## config.mk

```make
export PLATFORM = sky130hd
export DESIGN_NAME = fetch_queue
export DESIGN_NICKNAME = d
export VERILOG_FILES = /design/src/rtl/fetch_queue.sv
export SDC_FILE = /design/constraint.sdc
export NUM_CORES = 1
export LEC_CHECK = 0
export ABC_AREA = 1
export BUFFER_PORTS_ARGS = -buffer_cell sky130_fd_sc_hd__buf_2
export CAP_MARGIN = 10
export CORE_MARGIN = 8
export CORE_UTILIZATION = 50
export CTS_CLUSTER_DIAMETER = 120
export CTS_CLUSTER_SIZE = 25
export DETAILED_ROUTE_END_ITERATION = 16
export PLACE_DENSITY_LB_ADDON = 0.3
export REMOVE_ABC_BUFFERS = 1
export SLEW_MARGIN = 20
export SYNTH_ARGS = -nofsm -noshare
export SYNTH_HDL_FRONTEND = slang
export SYNTH_SLANG_ARGS = --single-unit
```

## constraint.sdc

```tcl
create_clock -name clk -period 3.6 [get_ports clk]
set_clock_uncertainty 0.2 [all_clocks]
set_input_delay 0.54 -clock clk [delete_from_list [all_inputs] [get_ports clk]]
set_output_delay 0.54 -clock clk [all_outputs]
set_load 0.1 [all_outputs]
```

## src/rtl/fetch_queue.sv

```systemverilog
// Sequential instruction fetch with a DEPTH-entry prefetch queue.
// One memory request outstanding; redirects flush the queue and drop in-flight data.
module fetch_queue #(
    parameter int               WIDTH    = 16,
    parameter int               DEPTH    = 4,
    parameter int               INC      = 2,
    parameter logic [WIDTH-1:0] RESET_PC = '0
) (
    input  logic             clk,
    input  logic             rst_n,
    input  logic             redirect,
    input  logic [WIDTH-1:0] redirect_pc,
    input  logic             halt,
    output logic             mem_req,
    output logic [WIDTH-1:0] mem_addr,
    input  logic             mem_done,
    input  logic [WIDTH-1:0] mem_rdata,
    input  logic             mem_err,
    output logic             instr_valid,
    output logic [WIDTH-1:0] instr,
    output logic [WIDTH-1:0] instr_pc,
    output logic [WIDTH-1:0] instr_pcinc,
    input  logic             deq,
    output logic             nop,
    output logic             err,
    output logic [1:0]       dbg_state
);

    localparam int PW = $clog2(DEPTH);
    localparam int CW = PW + 1;
    localparam logic [WIDTH-1:0] INC_W   = WIDTH'(INC);
    localparam logic [CW-1:0]    DEPTH_C = CW'(DEPTH);

    typedef enum logic [1:0] {
        S_IDLE = 2'd0,
        S_WAIT = 2'd1,
        S_DROP = 2'd2
    } state_t;

    state_t state, state_d;

    logic [WIDTH-1:0] fetch_pc;
    logic [WIDTH-1:0] drop_addr;
    logic             halted;
    logic [PW-1:0]    rd_ptr, wr_ptr;
    logic [CW-1:0]    count, count_after;

    logic [WIDTH-1:0] q_instr [DEPTH];
    logic [WIDTH-1:0] q_pc    [DEPTH];
    logic [WIDTH-1:0] q_pcinc [DEPTH];

    logic enq, deq_eff, can_issue;

    // Handshakes: a memory transfer completes on a cycle with mem_req=1 and
    // mem_done=1; decode consumes the head on a cycle with instr_valid=1 and deq=1.
    assign instr_valid = (count != '0);
    assign deq_eff     = deq && instr_valid;
    assign enq         = (state == S_WAIT) && mem_done && !redirect;
    assign can_issue   = !halted && !halt;
    assign count_after = count + CW'(enq) - CW'(deq_eff);

    assign instr       = q_instr[rd_ptr];
    assign instr_pc    = q_pc[rd_ptr];
    assign instr_pcinc = q_pcinc[rd_ptr];
    assign dbg_state   = state;

    // FSM state register
    always_ff @(posedge clk or negedge rst_n) begin
        if (!rst_n) begin
            state <= S_IDLE;
        end else begin
            state <= state_d;
        end
    end

    // FSM next state; WAIT is only entered with a free slot, so enqueues never overflow
    always_comb begin
        state_d = state;
        if (redirect) begin
            state_d = (state == S_WAIT && !mem_done) ? S_DROP : S_IDLE;
        end else begin
            case (state)
                S_IDLE: begin
                    if (can_issue && count < DEPTH_C) begin
                        state_d = S_WAIT;
                    end
                end
                S_WAIT: begin
                    if (mem_done) begin
                        state_d = (can_issue && count_after < DEPTH_C) ? S_WAIT : S_IDLE;
                    end
                end
                S_DROP: begin
                    if (mem_done) begin
                        state_d = S_IDLE;
                    end
                end
                default: state_d = S_IDLE;
            endcase
        end
    end

    // FSM outputs; DROP keeps presenting the abandoned address until it completes
    always_comb begin
        mem_req  = (state == S_WAIT) || (state == S_DROP);
        mem_addr = (state == S_DROP) ? drop_addr : fetch_pc;
    end

    always_ff @(posedge clk or negedge rst_n) begin
        if (!rst_n) begin
            fetch_pc  <= RESET_PC;
            drop_addr <= RESET_PC;
            halted    <= 1'b0;
            err       <= 1'b0;
            nop       <= 1'b0;
            count     <= '0;
            rd_ptr    <= '0;
            wr_ptr    <= '0;
        end else begin
            nop <= redirect;
            if (redirect) begin
                fetch_pc <= redirect_pc;
                count    <= '0;
                rd_ptr   <= '0;
                wr_ptr   <= '0;
                halted   <= 1'b0;
                if (state == S_WAIT) begin
                    drop_addr <= fetch_pc;
                end
            end else begin
                if (halt) begin
                    halted <= 1'b1;
                end
                if (enq) begin
                    wr_ptr   <= wr_ptr + PW'(1);
                    fetch_pc <= fetch_pc + INC_W;
                    err      <= err | mem_err;
                end
                if (deq_eff) begin
                    rd_ptr <= rd_ptr + PW'(1);
                end
                count <= count_after;
            end
        end
    end

    // Queue storage is cleared at reset so the head reads as zero before any fetch
    always_ff @(posedge clk or negedge rst_n) begin
        if (!rst_n) begin
            for (int i = 0; i < DEPTH; i++) begin
                q_instr[i] <= '0;
                q_pc[i]    <= '0;
                q_pcinc[i] <= '0;
            end
        end else if (enq) begin
            q_instr[wr_ptr] <= mem_rdata;
            q_pc[wr_ptr]    <= fetch_pc;
            q_pcinc[wr_ptr] <= fetch_pc + INC_W;
        end
    end

endmodule

```

---- Yosys cells after proc, flatten, opt, wreduce, memory -nomap -nowiden ----
Cells that the tools add are included.
storage, ports and cells
  register bits ........................... 236
  logic and storage cells ................. 92
cells by class
  $add $sub $neg .......................... 5
  magnitude comparators ................... 5
  eq/ne operators ......................... 5
  muxes and demuxes ....................... 31
  bitwise logic cells ..................... 4
  reduce and logical (&&, ||, !) cells .... 21
operator list
  cell                                                                          number
  64-bit bitwise mux                                                            3
  16-bit 2-to-1 mux                                                             10
  16-bit binary-select mux with 2-bit select                                    3
  16-bit demux with 2-bit select                                                1
  2-bit 2-to-1 mux                                                              9
  16-bit by 2-bit adder with 16-bit output, second input constant               1
  3-bit inequality test, second input constant                                  3
  1-bit logical AND                                                             8
  3-bit >= comparator, second input constant                                    2
  3-bit less-than comparator, second input constant                             2
  2-bit NOT with 3-bit output                                                   2
  2-bit one-hot mux with 3 select lines                                         1
  2-bit nonzero test                                                            3
  2-bit by 1-bit adder with 2-bit output, second input constant                 2
  1-bit logical NOT                                                             4
  2-bit AND reduction                                                           2
  3-bit by 1-bit adder with 3-bit output                                        1
  3-bit by 1-bit less-than comparator with 1-bit output, second input constant  1
  1-bit 2-to-1 mux                                                              3
  3-bit 2-to-1 mux                                                              1
  3-bit AND reduction                                                           1
  3-bit nonzero test                                                            1
  3-bit by 1-bit subtractor with 3-bit output                                   1
  2-bit by 1-bit == test with 1-bit output, second input constant               1
  5 further kinds                                                               5

---- Longest topological paths before layout ----
  depth in word-level cells ............... 11
  gate-level depth with buffers ........... 18

---- Worst setup path before layout ----
Ideal clock, no wire load.
  kind .................................... reg-to-output
  start point ............................. reg state[0], in the netlist dbg_state[0]
  end point ............................... out mem_addr[11]
  arrival ................................. 3.727 ns
  path slack .............................. -0.867 ns
  stages on the path, launching flop included .. 5
  path buffers ............................ 1
  path through ............................ dfrtp_1 inv_1 ha_1 clkbuf_1 o21ai_0
between the ends
  cells in the longest elaborated chain, start to end .. 2
ends and longest elaborated chain
  what                    RTL line  source
  start, declared         40        state_t state, state_d;
  start signal, assigned  72        state <= state_d;
  2-bit == test           106       mem_addr = (state == S_DROP) ? drop_addr : fetch_pc;
  16-bit 2-to-1 mux       106
  end, declared           15        output logic [WIDTH-1:0] mem_addr,
No other way between the ends.

---- Worst setup path after layout ----
  start point ............................. reg rd_ptr[0]
  end point ............................... out instr_pc[13]
between the ends
  cells in the longest elaborated chain, start to end .. 4
ends and longest elaborated chain
  what                                                   RTL line  source
  start, declared                                        45        logic [PW-1:0] rd_ptr, wr_ptr;
  start signal, assigned                                 140       rd_ptr <= rd_ptr + PW'(1);
  2-bit NOT with 3-bit output (implied by the code)      63        assign instr_pc = q_pc[rd_ptr];
  16-bit binary-select mux with 2-bit select             63
  16-bit 2-to-1 mux (implied by the code) (2 in series)  63
  end, declared                                          21        output logic [WIDTH-1:0] instr_pc,
No other way between the ends. The select of a mux whose other input is x is not followed.

==> metrics.md <==
| Metric | Value |
|---|---|
| RSZ-0062 raised after global routing | false |
| Syn. warnings | 0 |
| Die area | approximately 26000 sq um |
| CP max stage delay | ~0.59 ns |
| Crit path DAT | between 2 and 2.5 ns |
| Mapped cell area | 10600 sq um |
| Vias in the first global route | between 8000 and 9000 |
| Fraction of layout cells with a size suffix above 1 | between 10% and 20% |
| Final wirelength | 26900 um |
| Sequential share of the synthesized area | a little over half |
| Fillcell total | ~1900 |
| PostCTS Resize Cnt | 0 |
| I/O Buffers | 108 |
| CTS HTree Levels | 1 |
| Status | finished clean |
| Final core utilization | between 50 and 60% |
| Total congestion overflow | 0 |
| WS Path Type | flip-flop to primary output |
| Total GRT Usage | slightly above 20% |
| Cells after synthesis | approximately 1300 |
| Root Buffer | clkbuf_16 |
| DP Wirelength | roughly 18000 um |
| Top delay family on crit path | buffers and inverters |
| Met3 routed WL | about 1500 um |
| Synth cell types | 35 |
| Combined area of the multi-input logic cells | between 4000 and 5000 sq um |
| Wire length on met1 | ~12000 um |
| Max_cap viols | 0 |
| Bufs on Longest Clock Path | 3 |
| Worst Path Required | ~2.9 ns |
| Vias per cell | around 5.6 |
| DRC | 0 |
| TritonCTS Sinks | about 230 |
| Worst slew pin tran | a little over 0.7 ns |
| Row cnt | 53 |
| Final period demand of the worst path | around 3.2 ns |
| Non-filler cells, final | roughly 1600 |
| CP startpoint kind | flip-flop |
| Routed wl met2 | roughly 13000 um |
| # IOs | 109 |
| Antenna Cells | 0 |
| Clock transition at the registers of the reported paths | about 0.1 ns |
| Seq cells post-synth | between 200 and 250 |
| Mean post-synth cell area | about 8.4 sq um |
| Critical path startpoint | rd_ptr[0] |
| Final Hold Viols | 0 |
| CTS tree | done |
| P&R area growth vs syn | 17.1% |
| Most frequent cells in the layout | nand2_1, dfrtp_1, o21ai_0 |
| Drt wl/cell | 16.9 um |
| Reg area | 5810 sq um |
| DIE HEIGHT | between 150 and 200 um |
| First-pass GRT wire length | 44700 um |
| Hold WS | a little over 0.06 ns |
| Fmax | 311 MHz |
| Final ANT Viol Nets | 0 |
| Commonest non-fill, non-tap cell in the layout | nand2_1 |
| Endpoints failing setup | 0 |
| Vias after detailed routing | between 8000 and 9000 |
| CP Capture Type | primary output |
| CP max-delay cell | dfrtp_2 |
| Clock Latency Late Sink | 0.47 ns |
| Reg-to-Reg Start | dbg_state[1] |
| Crit path max fanout | 28 |
| Core ar. | approximately 21000 sq um |
| Cells along the critical path | inv_2, buf_4, o21ai_0, o22ai_1, buf_12 |
| GP Congestion | ~0.83 |
| Highest metal used | met4 |
| Initial antenna violation count | 0 |
| Fin crit share | about 89% |
| Largest net degree at the start of global routing | 94 |
| Final max-slew violation count | 0 |
| Hold Startpoint | mem_err |
| Nets | 1371 |
| Post-CTS setup buffer count | 0 |
| First-pass DRT Iterations | 5 |
| CTS Buf Count | 13 |
| Die X | ~160 um |
| Hold Crit Class | input pin to flip-flop |
| Slew margin rel. | between 50% and 60% |
| Starting Density | 50.7% |
| Initial DRC Count | 652 |
| Buf/Inv on CP | 3 |
| Placed cells | between 1500 and 2000 |
-- layout make-up --
cell class                 count  area share [%]
clock buffer                  15            2.68
clock inverter                 1           0.161
inverter                      62            1.88
multi-input combinational    884            33.6
sequential                   232            46.8
tap                          275            2.78
timing repair buffer         128            12.1
-- state kept, by name (all words and copies together), names as in the netlist --
register and flops:
err 1, drop_addr 16, q_pcinc 63, q_pc 61, rd_ptr 2, halted 1, fetch_pc 16, count 3
q_instr 64, nop 1, wr_ptr 2, dbg_state 2
-- per-stage QoR --
step                      TNS (ns)  setup slack, ns  cell area [sq um]
final                            0            0.388              12400
after global placement           0            0.960              12000
after global routing             0            0.255              12400
after detailed placement         0            0.906              12000
after floorplan             -87.37            -2.87              10200
after CTS                        0            0.383              12400
-- per-layer routing --
layer | up-vias | track usage, %
li1 | 4257 | -
met1 | 4342 | 28.8
met2 | 270 | 34.1
met3 | 27 | 3.21
met4 | 0 | 4.08
met5 | - | 0
-- what timing repair did --
item,in CTS,in global routing
hold buffers,1,0
setup endpoints to repair,0,0
endpoints found under the hold margin,90,0
-- cells by family (layout without fill, tap and decap cells) --
logic type	after synthesis	count (layout)	synth area share [%]
AOI/OAI and AO/OA	343	343	17.1
and+or+nand+nor	526	526	20.4
adders and majority gates	11	11	1.37
xor gates and xnor gates	4	4	0.402
DFF	232	232	54.8
buffers and inverters	140	206	5.86
-- synth_stat cells, drive strengths merged --
cell	instances	area [sq um]
o221ai	1	8.76
clkbuf	35	133
o21ai	282	1410
o22ai	47	294
nor2	111	450
buf	43	255
nand4	4	43.8
nand2	367	1420
xor2	4	42.6
fa	1	20.0
dfrtp	232	5810
a21oi	2	10.0
o211ai	3	22.5
inv	62	233
a21o	1	7.51
o21a	4	30.0
nand3	43	245
o21bai	3	22.5
nand3b	1	7.51
ha	10	125
-- worst paths after layout --
kind                                end  slack, ns  cells after the start
max                        instr_pc[13]       0.39                      5
min                                 err       0.06                      2
max reg2reg                dbg_state[0]       0.91                     16
min reg2reg                         err       0.26                      1
max in group asynchronous   q_instr[23]       1.88                      3
min in group asynchronous    q_instr[8]       0.48                      2
Power is left out: the tool's default activity adds up to more than one toggle a clock period on the data nets, which glitch-free logic cannot reach.
